<file path="config.mk">
export PLATFORM = sky130hd
export DESIGN_NAME = booth4_seq_mul
export DESIGN_NICKNAME = d
export VERILOG_FILES = /design/src/rtl/booth4_seq_mul.sv
export SDC_FILE = /design/constraint.sdc
export NUM_CORES = 1
export LEC_CHECK = 0
export ABC_AREA = 0
export CAP_MARGIN = 20
export CORE_MARGIN = 3
export CORE_UTILIZATION = 63
export CTS_BUF_LIST = sky130_fd_sc_hd__clkbuf_8 sky130_fd_sc_hd__clkbuf_16
export DETAILED_ROUTE_END_ITERATION = 10
export PLACE_DENSITY = 0.88
export SLEW_MARGIN = 20
export SYNTH_ARGS = -nofsm -noshare
export SYNTH_HDL_FRONTEND = slang
export SYNTH_SLANG_ARGS = --single-unit
</file>
<file path="constraint.sdc">
create_clock -name clk -period 19.69 [get_ports clk]
set_input_delay 1.969 -clock clk [delete_from_list [all_inputs] [get_ports clk]]
set_output_delay 1.969 -clock clk [all_outputs]
set_load 0.05 [all_outputs]
</file>
<file path="src/rtl/booth4_seq_mul.sv">
// booth4_seq_mul: iterative radix-4 Booth multiplier, two multiplier bits per cycle.
// Valid/ready handshake on request and result, per-operand signedness, high/low
// half select and flush. Define MUL_WORD_EN to add the op_word port for
// half-width (word) operations with a sign-extended low-half result.
module booth4_seq_mul #(
  parameter int unsigned XLEN = 64
) (
  input  logic            clk,
  input  logic            rst,
  input  logic            in_valid,
  output logic            in_ready,
  input  logic [XLEN-1:0] rs1_data,
  input  logic [XLEN-1:0] rs2_data,
  input  logic            rs1_signed,
  input  logic            rs2_signed,
  input  logic            sel_high,
`ifdef MUL_WORD_EN
  input  logic            op_word,
`endif
  input  logic            flush,
  output logic            out_valid,
  input  logic            out_ready,
  output logic [XLEN-1:0] mul_result
);

  localparam int unsigned ITER   = (XLEN + 2) / 2;
  localparam int unsigned HW     = XLEN / 2;
  localparam int unsigned ITER_W = (HW + 2) / 2;
  // Bit position in lo where the word product's LSB lands after ITER_W shifts.
  localparam int unsigned WOFF   = XLEN + 2 - 2 * ITER_W;
  localparam int unsigned CW     = $clog2(ITER + 1);

  typedef enum logic [1:0] {StIdle, StBusy, StDone} state_e;

  state_e              state_q;
  logic [XLEN+3:0]     hi_q;
  logic [XLEN+1:0]     lo_q;
  logic                ybit_q;
  logic [XLEN+1:0]     x_q;
  logic [CW-1:0]       cnt_q;
  logic                sel_hi_q;
`ifdef MUL_WORD_EN
  logic                word_q;
`endif

  logic                word_sel;
  logic [XLEN+1:0]     rs1_ext;
  logic [XLEN+1:0]     rs2_ext;
  logic [XLEN+3:0]     x_wide;
  logic [XLEN+3:0]     digit;
  logic [XLEN+3:0]     sum;
  logic [XLEN+3:0]     hi_nxt;
  logic [XLEN+1:0]     lo_nxt;
  logic [CW-1:0]       last_cnt;
  logic [XLEN-1:0]     res_sel;

  // Operand extension to XLEN+2 bits, honouring per-operand signedness and word mode.
  always_comb begin
    word_sel = 1'b0;
    rs1_ext  = {{2{rs1_data[XLEN-1] & rs1_signed}}, rs1_data};
    rs2_ext  = {{2{rs2_data[XLEN-1] & rs2_signed}}, rs2_data};
`ifdef MUL_WORD_EN
    word_sel = word_q;
    if (op_word) begin
      rs1_ext = {{(HW + 2){rs1_data[HW-1] & rs1_signed}}, rs1_data[HW-1:0]};
      rs2_ext = {{(HW + 2){rs2_data[HW-1] & rs2_signed}}, rs2_data[HW-1:0]};
    end
`endif
  end

  // Booth digit selection, partial-sum add and 2-bit arithmetic shift.
  always_comb begin
    x_wide = {{2{x_q[XLEN+1]}}, x_q};
    digit  = '0;
    unique case ({lo_q[1:0], ybit_q})
      3'b001, 3'b010: digit = x_wide;
      3'b011:         digit = x_wide << 1;
      3'b100:         digit = -(x_wide << 1);
      3'b101, 3'b110: digit = -x_wide;
      default:        digit = '0;
    endcase
    sum    = hi_q + digit;
    hi_nxt = {{2{sum[XLEN+3]}}, sum[XLEN+3:2]};
    lo_nxt = {sum[1:0], lo_q[XLEN+1:2]};
  end

  // Final result selection from the accumulated {hi, lo} product.
  always_comb begin
    last_cnt = word_sel ? CW'(ITER_W) : CW'(ITER);
    if (word_sel) begin
      res_sel = {{HW{lo_q[WOFF+HW-1]}}, lo_q[WOFF +: HW]};
    end else if (sel_hi_q) begin
      res_sel = {hi_q[XLEN-3:0], lo_q[XLEN+1:XLEN]};
    end else begin
      res_sel = lo_q[XLEN-1:0];
    end
  end

  // Control FSM, datapath registers and registered handshake outputs.
  always_ff @(posedge clk or posedge rst) begin
    if (rst) begin
      state_q    <= StIdle;
      in_ready   <= 1'b1;
      out_valid  <= 1'b0;
      mul_result <= '0;
      hi_q       <= '0;
      lo_q       <= '0;
      ybit_q     <= 1'b0;
      x_q        <= '0;
      cnt_q      <= '0;
      sel_hi_q   <= 1'b0;
`ifdef MUL_WORD_EN
      word_q     <= 1'b0;
`endif
    end else if (flush) begin
      // Flush wins over everything, including a same-cycle in_valid.
      state_q   <= StIdle;
      in_ready  <= 1'b1;
      out_valid <= 1'b0;
      cnt_q     <= '0;
    end else begin
      unique case (state_q)
        StIdle: begin
          if (in_valid) begin
            state_q  <= StBusy;
            in_ready <= 1'b0;
            hi_q     <= '0;
            lo_q     <= rs2_ext;
            ybit_q   <= 1'b0;
            x_q      <= rs1_ext;
            cnt_q    <= '0;
            sel_hi_q <= sel_high;
`ifdef MUL_WORD_EN
            word_q   <= op_word;
`endif
          end
        end
        StBusy: begin
          // One extra cycle after the last iteration registers the result.
          if (cnt_q == last_cnt) begin
            state_q    <= StDone;
            out_valid  <= 1'b1;
            mul_result <= res_sel;
          end else begin
            hi_q   <= hi_nxt;
            lo_q   <= lo_nxt;
            ybit_q <= lo_q[1];
            cnt_q  <= cnt_q + CW'(1);
          end
        end
        StDone: begin
          if (out_ready) begin
            state_q   <= StIdle;
            out_valid <= 1'b0;
            in_ready  <= 1'b1;
          end
        end
        default: begin
          state_q   <= StIdle;
          in_ready  <= 1'b1;
          out_valid <= 1'b0;
        end
      endcase
    end
  end

endmodule

</file>
==> key figures <==
CTS
  • Skew-Pair Late Insertion Delay: 580 ps
  • CTS tree: done
  • # H-tree levels: 1
  • CTS Buffer Depth: 3
  • Clock slew at reported path FFs: 70 ps
  • Setup bufs post-CTS: 0
  • Num CTS Buffers: 30
  • Cts repair resizes: 0
  • Clk Tree Root Cell: clkbuf_16
  • # hold bufs at CTS: 0
  • Clock sink total: 273

Placement
  • Detail Placement HPWL: 40400 um
  • Pre-CTS setup slack: 12950 ps
  • PortBufs: 201
  • Placement Cell Area: 20800 um2
  • Placer Congestion: 0.963
  • Inst Count DP: 2729

Final layout
  • Share of layout cells above drive strength 1: 0.0704
  • P&R area growth vs syn: 16.4%
  • Final instance area: 21800 um2
  • Final nets: 2585
  • Antenna cell count: 0
  • Post-route insts no fill: 2784

Critical path
  • Worst Path Arrival: 7430 ps
  • Kind of end point of the critical path: flop
  • Worst path max stage delay: 680 ps
  • Critical-path cell list: inv_1 > ha_1 > nor4b_2 > nand4_1 > or3_1 > or3_1 > nor2_1 > xor2_1 > nand2_1 > o21ai_0 > o22a_1 > a21oi_1 > ha_1 > nand4_1 > nor2_1 > nor4b_1 > a211oi_1 > o41ai_2 > a31oi_1 > or4_1 > nand3_1
  • Slowest-stage cell, CP: o41ai_2
  • WS Path Type: flop to flop
  • Delay-heaviest family, CP: simple AND/OR/NAND/NOR gates
  • Critical path data required time: 20200 ps
  • Crit-path max FO: 9
  • CP bufs+invs: 1
  • Startpoint Class: flop
  • R2r setup slk: 12760 ps

Job
  • Max Cap Viol: 0

Power
  • Leakage: 9.48 nW
  • Pwr dens: 117 nW/um2
  • VDD IR-drop max: 0.0000810 V

Drt
  • Drt pass-1 iters: 6
  • Post-route ant nets: 0
  • Vias/cell: 6.53
  • Wire per inst: 20.6 um
  • DR iter-0 viols: 2509
  • Drc violations: 0
  • Total number of vias: 18192
  • Routed WL: 57300 um

Synthesis
  • Yosys cell types: 86
  • Synthesized net count: 2496
  • Mapped Area: 18800 um2
  • Mean post-synth cell area: 8.20 um2
  • Post-Synthesis Cells: 2289
  • Post-synth ARST share: 1.00
  • Post-synth EDFFs: 0
  • Register bit total from synthesis: 273
  • Register area share after synthesis: 0.364
  • Most common flop cell mapped by yosys: dfrtp_1
  • Yosys warns: 0

STA
  • # setup viols final: 0
  • Slew of the pin with the lowest slew margin: 1160 ps
  • RSZ-0062 raised after global routing: false
  • Slew Limit Fails: 0
  • Share of the cycle needed by the critical path after routing: 0.352
  • Fin Hold WS: 478 ps
  • Relative slew slack: 0.225
  • Setup tns final: 0 ps
  • Final WS setup: 12760 ps
  • Final clock skew: 17.8 ps
  • F_max: 144 MHz
  • Final Hold Viols: 0
  • Final Critical Period: 6930 ps

Hold path
  • Hold WC Path Type: flop to flop

Floorplan
  • Core ar.: 29000 um2
  • Die width: 179 um
  • FP Rows: 62
  • Initial core utilization: 0.647
  • Die Area: 31900 um2
  • Die Y: 179 um
  • Ports: 202

GRT
  • GR Util All Layers: 0.351
  • Largest net degree at the start of global routing: 145
  • Vias in the first global route: 16993
  • Global route overflow: 0
  • First-pass GRT wire length: 90100 um
  • Initial antenna violation count: 0

Outcome
  • Status: finished clean
## sequential cells by signal, indices dropped and copies added (netlist names), 2 cells and up
register,count
hi_q,66
lo_q,66
x_q,65
mul_result,64
cnt_q,6
state_q,2
## layout by cell type (no fill, tap or decap), types with 15 or more instances in the layout
cell type        instances
mux2i_1                 69
clkbuf_16               30
inv_1                   32
mux2_2                  63
nor3_1                  25
clkdlybuf4s50_1        201
nor2_1                 194
a22oi_1                 39
o211ai_1                15
a31oi_1                 76
or3_1                   44
nand2b_1                19
nand2_1                419
ha_1                    70
a21o_1                  35
buf_4                   15
a21oi_1                123
xnor2_1                 69
nand4_1                 25
dfrtp_1                270
o21ai_0                245
nand3_1                 18
xor2_1                  54
## cell families after synthesis
family,count (synthesis),synth area share
simple gates,844,0.202
fa+ha+maj,71,0.0478
compound gates,657,0.215
flops,273,0.364
mux,133,0.0758
buf+inv,188,0.0382
xor+xnor,123,0.0574
## metrics by stage
step                 util  power [W]
finish              0.752    0.00255
global route        0.752    0.00270
CTS                 0.751    0.00252
detailed placement  0.717    0.00195
global placement    0.717    0.00192
floorplan               -    0.00163
## final cells by class
cell class	instances	area, um2
Multi-Input combinational cell	1828	11300
Fill cell	2093	7180
Sequential cell	273	6840
Timing Repair Buffer	217	2150
Clock buffer	35	820
Tap cell	384	480
Clock inverter	19	170
Inverter	28	114
## worst paths after layout
check                                     from             end  cells after the start
min in group asynchronous                  rst        cnt_q[3]                      2
worst max register to register          x_q[0]        hi_q[45]                     21
worst min-delay path            mul_result[43]  mul_result[43]                      2
worst max-delay path                    x_q[0]        hi_q[45]                     21
worst min register to register  mul_result[43]  mul_result[43]                      2
max in group asynchronous                  rst         x_q[29]                      4
## cells in the mapped netlist, drive strengths merged, types with 35 or more instances
master  instances  area, um2
a21o           35        263
a21oi         123        616
a22oi          39        293
a31oi          76        475
clkbuf        148        556
dfrtp         272       6810
ha             70        876
mux2           63        709
mux2i          69        691
nand2         424       1600
nor2          195        732
o21ai         248       1240
or3            45        287
xnor2          69        604
xor2           54        473
## tightest hold or removal path, cell delays in order (launching register included)
cell	delay [ps]
dfrtp_1	340
nand2_1	50
o21ai_0	60
## report_power, final
| group | internal (W) | switching, W | total [W] |
|---|---|---|---|
| combinational | 0.000472 | 0.000699 | 0.00117 |
| clock | 0.000322 | 0.000235 | 0.000557 |
| sequential | 0.000664 | 0.000158 | 0.000822 |
| total | 0.00146 | 0.00109 | 0.00255 |
## routing by layer
metal,track usage,part of all wire,routed length (um)
met5,0,0,0
met4,0.0958,0.028,1580
met3,0.0519,0.096,5500
met2,0.555,0.46,26100
met1,0.506,0.42,24200
No activity file was read; power rests on OpenSTA's default activity.
